--- src/rtl/fetch_unit.sv ---
// Instruction fetch unit: PC register, single-outstanding imem read handshake, stale-fetch discard.
// Optional memory timeout with sticky FAULT state when FETCH_TIMEOUT_EN is defined.
module fetch_unit #(
    parameter int TIMEOUT_CYCLES = 255
) (
    input  logic        clk,
    input  logic        rst_n,
    input  logic        fetch,
    input  logic        pc_write,
    input  logic [9:0]  pc_w_data,
    output logic        imem_req,
    output logic [9:0]  imem_addr,
    input  logic        imem_ack,
    input  logic [19:0] imem_rdata,
    output logic [19:0] instruction,
    output logic        instr_valid,
    output logic [9:0]  pc_out,
    output logic        pc_overflow,
    output logic        fetch_fault
);

`ifdef FETCH_TIMEOUT_EN
    typedef enum logic [1:0] {IDLE, REQUEST, FAULT} state_t;
    localparam int CW = $clog2(TIMEOUT_CYCLES + 1);
    logic [CW-1:0] wait_cnt;
`else
    typedef enum logic [0:0] {IDLE, REQUEST} state_t;
    logic unused_timeout_cfg;
    assign unused_timeout_cfg = ^TIMEOUT_CYCLES;
    assign fetch_fault = 1'b0;
`endif

    state_t state;
    logic   stale;

    always_ff @(posedge clk or negedge rst_n) begin
        if (!rst_n) begin
            state       <= IDLE;
            pc_out      <= '0;
            imem_req    <= 1'b0;
            imem_addr   <= '0;
            instruction <= '0;
            instr_valid <= 1'b0;
            pc_overflow <= 1'b0;
            stale       <= 1'b0;
`ifdef FETCH_TIMEOUT_EN
            fetch_fault <= 1'b0;
            wait_cnt    <= '0;
`endif
        end else begin
            case (state)
                IDLE: begin
                    // pc_write wins; a coincident fetch is dropped
                    if (pc_write) begin
                        pc_out      <= pc_w_data;
                        instr_valid <= 1'b0;
                        pc_overflow <= 1'b0;
                    end else if (fetch) begin
                        state       <= REQUEST;
                        imem_req    <= 1'b1;
                        imem_addr   <= pc_out;
                        instr_valid <= 1'b0;
                        stale       <= 1'b0;
`ifdef FETCH_TIMEOUT_EN
                        wait_cnt    <= '0;
`endif
                    end
                end
                REQUEST: begin
                    if (pc_write) begin
                        pc_out      <= pc_w_data;
                        pc_overflow <= 1'b0;
                    end
                    if (imem_ack) begin
                        state    <= IDLE;
                        imem_req <= 1'b0;
                        stale    <= 1'b0;
                        // data is only kept if no PC redirect touched this fetch
                        if (!pc_write && !stale) begin
                            instruction <= imem_rdata;
                            instr_valid <= 1'b1;
                            pc_out      <= pc_out + 10'd1;
                            if (pc_out == 10'h3FF) pc_overflow <= 1'b1;
                        end
                    end else begin
                        if (pc_write) stale <= 1'b1;
`ifdef FETCH_TIMEOUT_EN
                        if (wait_cnt == CW'(TIMEOUT_CYCLES - 1)) begin
                            state       <= FAULT;
                            imem_req    <= 1'b0;
                            fetch_fault <= 1'b1;
                        end else begin
                            wait_cnt <= wait_cnt + CW'(1);
                        end
`endif
                    end
                end
`ifdef FETCH_TIMEOUT_EN
                FAULT: ;
`endif
                default: state <= IDLE;
            endcase
        end
    end

endmodule

--- config.mk ---
export PLATFORM = sky130hd
export DESIGN_NAME = fetch_unit
export DESIGN_NICKNAME = d
export VERILOG_FILES = /design/src/rtl/fetch_unit.sv
export SDC_FILE = /design/constraint.sdc
export NUM_CORES = 1
export LEC_CHECK = 0
export CORE_ASPECT_RATIO = 0.9
export CORE_MARGIN = 2
export CORE_UTILIZATION = 46
export DETAILED_ROUTE_END_ITERATION = 8
export PLACE_DENSITY = 0.94
export SLEW_MARGIN = 5
export SYNTH_ARGS = -nofsm -noshare
export SYNTH_HDL_FRONTEND = slang
export SYNTH_SLANG_ARGS = --single-unit
--- constraint.sdc ---
create_clock -name clk -period 3.14 [get_ports clk]
set_input_delay 0.942 -clock clk [delete_from_list [all_inputs] [get_ports clk]]
set_output_delay 0.942 -clock clk [all_outputs]
set_load 0.03 [all_outputs]
Word-level counts from Yosys, hierarchy flattened
Index checks and enable logic that the tools add are counted.
W data, S select, Z words.
{"block": "totals", "regBits": 45, "input_bits": 35, "wordCells": 52}
{"block": "op_classes", "addsub": 1, "n_eq_ne": 7, "n_mux": 26, "bitwise": 2, "reduce_logical": 8}
{"cell": "$mux W10", "n": 3}
{"cell": "$pmux W10 S2", "n": 1}
{"cell": "$mux W1", "n": 17}
{"cell": "$reduce_and A3 Y1", "n": 5}
{"cell": "$add A10 B1 Y10 const B", "n": 1}
{"cell": "$eq A10 B10 Y1 const B", "n": 1}
{"cell": "$pmux W1 S2", "n": 5}
{"cell": "$ne A2 B2 Y1 const B", "n": 3}
{"cell": "$ne A3 B3 Y1 const B", "n": 2}
{"cell": "$logic_not A1 Y1", "n": 2}
{"cell": "$ne A2 B1 Y1 const B", "n": 1}
{"cell": "$not A1 Y1", "n": 2}
{"cell": "$logic_and A1 B1 Y1", "n": 1}

Depth between registers and ports, before layout
Gate-level depths: netlist of run 1.
{"block": "depth", "word_depth": 5, "mapped_depth": 6, "ltp_nobuf": 5}

Worst setup path after synthesis of run 1
Ideal clock, no wire load.
{"block": "synth_timing", "path_kind": "input -> register", "startpoint": "input port fetch", "endpoint": "register imem_addr[0]", "arrival_ns": 1.770, "t_required_ns": 3.015, "setup_slack_ns": 1.245, "cell_stages": 4, "cell_sequence": "nor2b_1 -> and2_1 -> buf_4 -> mux2_2"}
{"block": "synth_via", "elab_chain_len": 1}
{"element": "start, declared", "line_no": "8", "source": "input logic fetch,"}
{"element": "$reduce_and A3 Y1 (no source line)"}
{"element": "end signal, assigned", "line_no": "61", "source": "imem_addr <= pc_out;"}
{"element": "end, declared", "line_no": "12", "source": "output logic [9:0] imem_addr,"}
Every way passes these cells.
A chain may end at the register's enable or synchronous reset.

Final worst setup path of run 1
{"block": "layout_timing", "startpoint": "register pc_out[3]", "endpoint": "output port pc_out[3]"}
{"element": "start, declared", "line_no": "17", "source": "output logic [9:0] pc_out,"}
{"element": "start signal, assigned", "line_no": "55", "source": "pc_out <= pc_w_data;"}
{"element": "start signal, assigned", "line_no": "71", "source": "pc_out <= pc_w_data;"}
{"element": "start signal, assigned", "line_no": "82", "source": "pc_out <= pc_out + 10'd1;"}
No word-level cell between the ends.

==> impl_metrics.toml, run 1 <==
[run_status]
status = "complete, no violations"

[drt]
wire_per_inst_um = 14.3
drc_errors = 0
vias = 1603
vias_per_cell = 5.07
wl_mm = 4.53
firstDrtPassIters = 4
ant_nets = 0
drtIter0Drc = 94

[critical_path]
crit_chain = "clkdlybuf4s50_1"
crit_type = "flip-flop to primary output"
endpoint_kind = "primary output"
cpMaxStageDelayCell = "clkdlybuf4s50_1"
reg2reg_from = "state"
crit_path_max_incr_delay_ns = 0.72
crit_family = "buffers and inverters"
arrival_ns = 1.51
crit_start = "pc_out[3]"
rrSetupSlack_ns = 1.39
required_ns = 2.20
critPathBufInv = 1
crit_fanout = 6
critical_path.startpoint_type = "flip-flop"

[yosys]
synth_edf_count = 0
ys_seq_area_share_pct = 58.6
synth-seq-cells = 45
synthDistinctLibCells = 29
postSynthCellCount = 189
syn_area_um2 = 1920
ys.flop_type = "dfrtp_1"
syn_nets = 225
synthArstFlopShare_pct = 100
yosys_warnings = 0
syn_area_per_cell_um2 = 10.2

[final_layout]
final_cell_mix = "clkdlybuf4s50_1 (76), nand2_1 (73), dfrtp_1 (45), mux2_2 (10)"
antenna-diode-count = 0
final_nets = 303
final_common_cell = "clkdlybuf4s50_1"
area_delta_synth_final_pct = 48.0
drive_above_1_share_pct = 10.4
fin_cells = 316

[sta]
fmax_mhz = 408
clock_skew_ns = 0.00687
tightest_slew_ns = 0.950
setup_viol = 0
rsz0062_at_grt = "false"
hold_violations = 0
period_share_pct = 78.0
period_needed_ns = 2.45
maxSlewViolCount = 0
setup-tns-final_ns = 0
worst_slew_margin_rel_pct = 36.6

[grt]
first_global_vias = 1594
grt_pass1_wl_mm = 7.45
use_met2_pct = 32.8
grt_busiest_layer = "met2"
grt_util_met3_pct = 4.75
grt.total_usage_pct = 20.7
grt_max_degree = 46
antenna_found_initial = 0
met1_usage_pct = 28.2
grt_overflow_total = 0

[power_and_ir_drop]
seq_power_share_pct = 39.5
swShare_pct = 35.6
p_leak_nw = 1.28
intPower_mw = 1.34
powerDensity_nw_per_um2 = 730
ir_worst_vdd_v = 0.000537
combPwrFrac_pct = 39.0
power_mw = 2.08
p_clk_share_pct = 21.4
power_switching_mw = 0.739

[floorplanning]
initial_utilization_pct = 47.5
rows = 22
die-area_um2 = 4710
core_area_um2 = 4050
pin_count = 79
die_x_um = 72.2
die_h_um = 65.3

[worst_hold_path]
holdCritStartpoint = "instruction[12]"
hold_path_class = "flip-flop to flip-flop"

[run]
drv_cap = 0

[placed_design]
dp.cells = 308
gp_routability_congestion = 0.756
io_buffers = 77
dpl.hpwl_mm = 3.27

[clock_tree]
clock_latency_ns = 0.29
hold_buffers = 0
cts_setup_buffers = 0
cts_buffer_depth = 2
path_clk_slew_ns = 0.08
htree_levels = 2
cts_tree = "done"
cts_sinks = 45
numCtsBuffers = 5
cts_resized = 0
cts_root_buf = "clkbuf_8"
[power by group through the flow]
stage / logic (mW) / clock network [mW] / registers, mW
floorplan: 0.161 / 0 / 1.10
global placement: 0.800 / 0 / 0.821
detailed placement: 0.817 / 0 / 0.830
CTS: 0.820 / 0.452 / 0.822
global route: 0.864 / 0.480 / 0.839
finish: 0.810 / 0.445 / 0.821
[sequential cells by signal, summed over array words and instances (netlist names)]
name         count
instruction     20
imem_addr       10
pc_out          10
imem_req         1
instr_valid      1
pc_overflow      1
stale            1
state            1
[worst paths after layout]
check                                  end  cells after the start
max                              pc_out[3]                      1
min                        instruction[12]                      2
max reg2reg                   imem_addr[1]                      3
min reg2reg                instruction[12]                      2
max in group asynchronous     imem_addr[1]                      1
min in group asynchronous     imem_addr[2]                      1
[routing by layer]
metal / wire (µm) / share of wire, %
met3: 270 / 6.0
met1: 1980 / 44
met2: 2210 / 49
met5: 0 / 0
met4: 70 / 1.5
[per-stage QoR]
| step | util (%) | hold WS, ns | area, µm² | setup slack, ns |
|---|---|---|---|---|
| after floorplan | - | 0.560 | 1920 | 1.25 |
| after global placement | 67.4 | 0.457 | 2730 | 0.579 |
| after detailed placement | 67.4 | 0.461 | 2730 | 0.523 |
| after CTS | 70.3 | 0.484 | 2850 | 0.696 |
| after global routing | 70.3 | 0.499 | 2850 | 0.664 |
| final | 70.3 | 0.480 | 2850 | 0.691 |
[layout make-up]
class | count | area [µm²]
Clock buffer | 7 | 86.3
Inverter | 6 | 22.5
Sequential cell | 45 | 1130
Timing Repair Buffer | 80 | 788
Tap cell | 48 | 60.1
Multi-Input combinational cell | 129 | 732
Clock inverter | 1 | 30.0
Fill cell | 320 | 1200
[cells in the mapped netlist (all sizes together), types with 3 or more instances]
master	number	share of area, %
o21ai	8	2.1
clkbuf	4	0.78
nor4	4	2.3
dfrtp	45	59
xnor2	6	2.7
mux2	10	5.9
buf	5	1.7
nor3	5	1.3
nor2	3	0.59
inv	6	1.2
nand2	73	14
nand3	3	1.0
[logic make-up after synthesis]
family / count (synthesis) / share of synthesized area (%)
fa+ha+maj: 1 / 0.651
other cells: 1 / 0.195
simple gates: 92 / 22.0
mux: 11 / 6.38
buf+inv: 15 / 3.64
xor+xnor: 7 / 3.19
compound gates: 17 / 5.40
flops: 45 / 58.6
(Power assumes the default switching activity.)
==> run 2: changes to the inputs <==
CORE_UTILIZATION = 38   (was 46)
PLACE_DENSITY = 0.84   (was 0.94)
clock period = 2.15 ns   (was 3.14 ns; I/O delays follow)
==> impl_metrics.toml, run 2 (synthesis gave the netlist of run 1 again) <==
[grt]
grt_max_degree = 27
grt_overflow_total = 0
antenna_found_initial = 0
first_global_vias = 1509
grt.total_usage_pct = 16.5
grt_pass1_wl_mm = 7.25

[clock_tree]
clock_latency_ns = 0.29
numCtsBuffers = 5
cts_root_buf = "clkbuf_8"
htree_levels = 2
cts_buffer_depth = 2
cts_tree = "done"
cts_setup_buffers = 0
path_clk_slew_ns = 0.08
cts_sinks = 45

[drt]
vias_per_cell = 4.70
wire_per_inst_um = 13.1
wl_mm = 4.45
drtIter0Drc = 46
drc_errors = 0
vias = 1592
ant_nets = 0
firstDrtPassIters = 4

[sta]
hold_violations = 0
setup_viol = 0
period_share_pct = 97.1
maxSlewViolCount = 0
fin_ws_ns = 0.0617
whs_ns = 0.333
tightest_slew_ns = 0.567
worst_slew_margin_rel_pct = 62.2
period_needed_ns = 2.09
setup-tns-final_ns = 0
clock_skew_ns = 0.00296
rsz0062_at_grt = "false"
fmax_mhz = 479

[critical_path]
crit_chain = "clkdlybuf4s50_1"
crit_fanout = 5
critPathBufInv = 1
endpoint_kind = "primary output"
cpMaxStageDelayCell = "clkdlybuf4s50_1"
critical_path.startpoint_type = "flip-flop"
arrival_ns = 1.44
crit_family = "buffers and inverters"
required_ns = 1.50
crit_type = "flip-flop to primary output"
crit_path_max_incr_delay_ns = 0.70

[run_status]
status = "complete, no violations"

[floorplanning]
pin_count = 79
die-area_um2 = 5650
die_x_um = 79.0
rows = 24
initial_utilization_pct = 39.5
die_h_um = 71.5
core_area_um2 = 4860

[final_layout]
largest_registers = "instruction: 20 flops, imem_addr: 10 flops, pc_out: 10 flops"
top_register = "instruction"
area_delta_synth_final_pct = 51.0
final_nets = 309
final_common_cell = "nand2_1"
largest_reg_flops = 20
nFillCells = 417
drive_above_1_share_pct = 12.8
final_cell_mix = "nand2_1 (73), clkdlybuf4s50_1 (72), dfrtp_1 (45), mux2_2 (10), buf_4 (8)"
antenna-diode-count = 0

[placed_design]
io_buffers = 77
gp_routability_congestion = 0.853
dpl.hpwl_mm = 3.32
post-place-ws_ns = 0.0339

[run]
drv_cap = 0

[power_and_ir_drop]
powerDensity_nw_per_um2 = 997
p_leak_nw = 1.34
ir_worst_vdd_v = 0.000639

[worst_hold_path]
hold_path_class = "input port to async pin"
run 2: changes by cell type in the layout (fill, tap and decap cells not counted):
cell / before / now
clkinv_2: 0 / 2
clkbuf_1: 1 / 0
buf_4: 3 / 8
clkbuf_8: 6 / 5
buf_12: 0 / 1
dlymetal6s2s_1: 0 / 4
clkdlybuf4s50_1: 76 / 72
clkinvlp_4: 0 / 1
bufinv_16: 1 / 0
run 2: final timing paths:
| kind | start | endpoint | slack (ns) | cells past startpoint |
|---|---|---|---|---|
| worst max-delay path | pc_out[2] | pc_out[2] | 0.06 | 1 |
| max in group asynchronous | rst_n | instruction[5] | 1.23 | 2 |
| worst min register to register | instruction[13] | instruction[13] | 0.48 | 2 |
| worst max register to register | pc_out[0] | pc_out[6] | 0.63 | 5 |
| worst min-delay path | rst_n | imem_addr[6] | 0.33 | 1 |
| min in group clk | instruction[13] | instruction[13] | 0.48 | 2 |
run 2: final cells by class:
class                           instances  area [µm²]  share of cell area [%]
Clock inverter                          3        17.5                   0.603
Multi-Input combinational cell        129         732                    25.2
Sequential cell                        45        1130                    38.8
Tap cell                               65        81.3                    2.80
Clock buffer                            5        68.8                    2.37
Inverter                                6        22.5                   0.776
Timing Repair Buffer                   86         856                    29.5
run 2: routing by layer:
layer | global-route usage, % | part of all wire [%] | vias to the layer above
met2 | 26.1 | 48 | 43
met1 | 22.3 | 46 | 765
met3 | 4.03 | 4.5 | 5
met5 | 0 | 0 | -
li1 | - | - | 779
met4 | 5.75 | 1.4 | 0
run 2: power breakdown:
part / switching, mW / total [mW] / internal [mW]
registers: 0.134 / 1.19 / 1.05
logic: 0.666 / 1.20 / 0.529
clock network: 0.287 / 0.512 / 0.225
total: 1.09 / 2.90 / 1.81
run 2: per-stage QoR:
step           instances  instance area (µm²)  utilization, %  power, mW
2_1_floorplan        189                 1920               -       1.84
3_3_place_gp         331                 2810            57.7       2.38
3_5_place_dp         331                 2810            57.7       2.41
4_1_cts              339                 2890            59.5       2.93
5_1_grt              339                 2900            59.7       3.05
6_report             339                 2900            59.7       2.90
run 2: repair_timing:
item | CTS | global route
hold buffers | 0 | 0
setup endpoints to repair | 0 | 4
gates resized for setup | 0 | 4
endpoints found under the hold margin | 0 | 0
